--- src/rtl/mem_arb_pkg.sv ---
// mem_arb_pkg: shared state/port encodings and memory geometry for the memory arbiter
package mem_arb_pkg;

    typedef enum logic {
        IDLE   = 1'b0,
        ACCESS = 1'b1
    } state_t;

    typedef enum logic {
        PORT_I = 1'b0,
        PORT_D = 1'b1
    } port_t;

    localparam int MEM_ADDR_BITS = 10;

endpackage

--- src/rtl/mem_arb_rr.sv ---
// mem_arb_rr: combinational 2-way round-robin pick; a tie goes to the port not served last
module mem_arb_rr
    import mem_arb_pkg::*;
(
    input  logic [1:0] elig,
    input  logic       last,
    output logic [1:0] gnt
);

    assign gnt[0] = elig[0] & (~elig[1] | (last == PORT_D));
    assign gnt[1] = elig[1] & (~elig[0] | (last == PORT_I));

endmodule

--- src/rtl/mem_arbiter.sv ---
// mem_arbiter: shares a single-port 1024-word memory between an instruction-read port
// and a data read/write port, one registered access per grant with a registered response
module mem_arbiter
    import mem_arb_pkg::*;
#(
    parameter int AW = 32,
    parameter int DW = 32
) (
    input  logic          clock,
    input  logic          reset,
    input  logic          i_req,
    input  logic [AW-1:0] i_addr,
    output logic          i_gnt,
    output logic          i_valid,
    output logic [DW-1:0] i_rdata,
    input  logic          d_req,
    input  logic          d_we,
    input  logic [AW-1:0] d_addr,
    input  logic [DW-1:0] d_wdata,
    output logic          d_gnt,
    output logic          d_valid,
    output logic [DW-1:0] d_rdata,
    output logic          mem_ren,
    output logic          mem_wen,
    output logic [AW-1:0] mem_addr,
    output logic [DW-1:0] mem_din,
    input  logic [DW-1:0] mem_dout,
    output logic          addr_err
);

    state_t        state, state_nx;
    port_t         last;
    logic          we;
    logic [AW-1:0] addr;
    logic [DW-1:0] wdata;
    logic [AW-1:0] win_addr;
    logic [1:0]    elig, pick;
    logic          access, serve_i, serve_d;

    assign access  = state == ACCESS;
    assign serve_i = access && last == PORT_I;
    assign serve_d = access && last == PORT_D;
    // the port being served still shows its stale req at the edge ending its access
    assign elig     = {d_req & ~serve_d, i_req & ~serve_i};
    assign win_addr = pick[1] ? d_addr : i_addr;

    mem_arb_rr u_rr (
        .elig (elig),
        .last (last),
        .gnt  (pick)
    );

    always_comb begin
        state_nx = |pick ? ACCESS : IDLE;
    end

    always_ff @(posedge clock or posedge reset) begin
        if (reset)
            state <= IDLE;
        else
            state <= state_nx;
    end

    always_ff @(posedge clock or posedge reset) begin
        if (reset) begin
            last     <= PORT_D;
            we       <= 1'b0;
            addr     <= '0;
            wdata    <= '0;
            addr_err <= 1'b0;
        end else if (|pick) begin
            last     <= pick[1] ? PORT_D : PORT_I;
            we       <= pick[1] & d_we;
            addr     <= win_addr;
            wdata    <= pick[1] ? d_wdata : '0;
            addr_err <= addr_err | (|win_addr[AW-1:MEM_ADDR_BITS]);
        end
    end

    always_ff @(posedge clock or posedge reset) begin
        if (reset) begin
            i_valid <= 1'b0;
            d_valid <= 1'b0;
            i_rdata <= '0;
            d_rdata <= '0;
        end else begin
            i_valid <= serve_i;
            d_valid <= serve_d;
            if (serve_i)
                i_rdata <= mem_dout;
            if (serve_d && !we)
                d_rdata <= mem_dout;
        end
    end

    assign i_gnt    = serve_i;
    assign d_gnt    = serve_d;
    assign mem_ren  = access & ~we;
    assign mem_wen  = access & we;
    assign mem_addr = access ? addr : '0;
    assign mem_din  = access ? wdata : '0;

endmodule

--- config.mk ---
export PLATFORM = sky130hd
export DESIGN_NAME = mem_arbiter
export DESIGN_NICKNAME = d
export VERILOG_FILES = /design/src/rtl/mem_arb_pkg.sv /design/src/rtl/mem_arb_rr.sv /design/src/rtl/mem_arbiter.sv
export SDC_FILE = /design/constraint.sdc
export NUM_CORES = 1
export LEC_CHECK = 0
export ABC_AREA = 1
export BUFFER_PORTS_ARGS = -buffer_cell sky130_fd_sc_hd__buf_2
export CAP_MARGIN = 20
export CORE_UTILIZATION = 25
export CTS_BUF_LIST = sky130_fd_sc_hd__clkbuf_4
export DETAILED_ROUTE_END_ITERATION = 16
export PLACE_DENSITY_LB_ADDON = 0.05
export SYNTH_ARGS = -nofsm -noshare
export SYNTH_HDL_FRONTEND = slang
export SYNTH_SLANG_ARGS = --single-unit
export TNS_END_PERCENT = 1
--- constraint.sdc ---
create_clock -name clock -period 12.3 [get_ports clock]
set_input_delay 1.845 -clock clock [delete_from_list [all_inputs] [get_ports clock]]
set_output_delay 1.845 -clock clock [all_outputs]
set_load 0.005 [all_outputs]
==> impl_metrics.toml <==
[outcome]
status = "finished, final reports clean"

[synthesis]
synthAdderAreaFrac_pct = 0
syn_area_mm2 = 0.00582
synth_compound_area_share_pct = 13.0
synth.mux.area_fraction_pct = 0
synth_area_leaders = "dfrtp_1, nand2_1, inv_1"
synthMostInstantiatedCell = "nand2_1"
synth-xor-area-share_pct = 0
synth_top_family_by_area = "simple AND/OR/NAND/NOR gates"
async_flop_share_pct = 100
ys_types = 16
ys_seq_area_share_pct = 57.7
synth-edff-count = 0
syn-num-nets = 824
synth_warnings = 0
ys_ff_latch = 134
synthTopCellsByCount = "nand2_1, dfrtp_1, inv_1"
synth_top_area_cell = "dfrtp_1"
syn_area_per_cell_um2 = 8.42
yosysTopAreaCellShare_pct = 57.2
synthSimpleGateAreaFrac_pct = 19.4
syn_inst = 691
ys.flop_type = "dfrtp_1"

[power]
powerDensity_mw_per_mm2 = 228
p_leak_nw = 4.64
finalPower_mw = 1.76
max-vdd-ir-drop_mv = 0.0768

[timing]
tightest_slew_ns = 1.03
rsz0062_at_grt = "false"
period_minus_slack_ns = 3.83
drv_slew = 0
clock_skew_ns = 0.0289
hold_viol = 0
min_period_over_period_pct = 31.2
fmax_ghz = 0.261
relSlewSlack_pct = 31.4
finalSetupTns_ns = 0
finalSetupViolations = 0

[clocking]
holdBufCountCts = 0
clkLatencyLatePin_ns = 0.54
post_cts_buffers = 0
cts_made_buffers = 17
clockBufferDepth = 2
clk_pin_slew_ns = 0.12
htreeDepth = 4
cts_resized = 0
tritoncts = "yes"
clock_sink_count = 134
clock-root-buffer = "clkbuf_4"

[grt]
grt_pass1_wl_um = 28000
antenna_found_initial = 3
grt_pass1_vias = 5160
grt_max_degree = 76
grt_usage_pct = 15.3
grt_overflow_total = 0

[worst_setup_path]
worstPathRequired_ns = 10.45
crit_fanout = 66
critPathMaxStageDelay_ns = 0.56
critPathLaunchType = "register"
path_common_cell = "inv_1"
path_class = "reg -> out"
crit_chain = "inv_1 -> nand2_2 -> buf_4 -> inv_1 -> buf_2"
crit_arrival_ns = 1.99
endpoint_kind = "primary output"
slowest_stage = "dfstp_2"

[min_path]
min_path_type = "reg -> reg"

[detailed_routing]
routed_wl_um = 18100
via_count = 5236
drt_iter0_drc = 245
drc = 0
first_pass_iters = 5
avgViaCountPerCell = 4.22
ant_nets = 0
wl_per_cell_um = 14.6

[final_layout]
drive_above_1_share_pct = 32.7
fin_nets = 1075
stdcell_count = 1242
area_growth_pct = 33.3

[floorplanning]
die_h_um = 155
coreArea_mm2 = 0.0227
rows = 55
io_pins = 268
dieWidth_um = 155
start_util_pct = 25.6
dieArea_mm2 = 0.0239

[placed_design]
io_buffers = 267
routabilityCongestion = 0.767
dp_cells = 1207
dp_hpwl_um = 12300

[job]
max-cap-violations = 0
## worst max-delay path: cells and delay by family (launching register included)
family,cells,cell delay (ns)
buffers and inverters,4,0.83
and+or+nand+nor,1,0.05
DFF,1,0.56
## where the power goes
part           leakage, nW  total [mW]  internal [mW]  switching [mW]
clock network        0.172       0.348          0.166           0.181
logic                 2.83       0.681          0.283           0.397
registers             1.64       0.736          0.633           0.103
total                 4.64        1.76           1.08           0.682
## per-layer routing
metal  GRT usage [%]  part of all wire (%)
met1            19.0                    44
met2            24.9                    47
met3            5.44                   7.0
met4            4.57                   1.3
met5               0                     0
## logic make-up after synthesis
logic type / count (synthesis)
flip-flops: 134
AO/OA/AOI/OAI: 122
AND/OR/NAND/NOR: 286
buffers and inverters: 149
## final cells by class
cell class / count / area (um^2)
Clock buffer: 18 / 135
Multi-Input combinational cell: 408 / 1900
Fill cell: 2500 / 15000
Tap cell: 285 / 357
Clock inverter: 13 / 195
Antenna cell: 3 / 7.51
Inverter: 108 / 410
Sequential cell: 134 / 3360
Timing Repair Buffer: 273 / 1390
## through the flow
step           setup slack (ns)  hold slack (ns)  util [%]  cell area (um^2)
4_1_cts                    8.38            0.499      34.0              7720
2_1_floorplan              6.87            0.453         -              5820
5_1_grt                    8.23            0.514      34.1              7750
3_5_place_dp               8.12            0.468      32.6              7390
3_3_place_gp               8.15            0.467      32.6              7390
6_report                   8.47            0.493      34.1              7750
## registers in the layout, summed over array words and instances (netlist names)
name / flops
wdata: 32
d_valid: 1
d_rdata: 32
addr_err: 1
addr: 32
i_rdata: 32
i_valid: 1
access: 1
we: 1
last: 1
## path summary, 6_finish.rpt
kind / startpoint / endpoint / slack [ns] / cells after the start
worst min-delay path: d_rdata[11] / d_rdata[11] / 0.49 / 2
worst max-delay path: last / i_gnt / 8.47 / 5
min in group asynchronous: reset / i_rdata[5] / 1.39 / 2
worst max register to register: last / wdata[14] / 9.09 / 7
max in group asynchronous: reset / access / 9.54 / 3
worst min register to register: d_rdata[11] / d_rdata[11] / 0.49 / 2
## cells in the final DEF, fill, tap and decap left out
cell        instances
nand3_1            22
dfrtp_1           132
buf_4               5
buf_12              1
nand2_2             3
nor2_1             34
dfstp_2             1
o21ai_0            68
a31oi_1            20
diode_2             3
o21ai_1             2
inv_6               5
a22o_1             32
inv_8               1
nor2_4              1
bufinv_16           4
inv_2               1
nand2_1           216
buf_2             267
clkinvlp_4          2
clkinv_2            1
clkbuf_4           18
dfrtp_2             1
nand4_1            10
clkinv_4            1
inv_1             106
(Power assumes the default switching activity.)
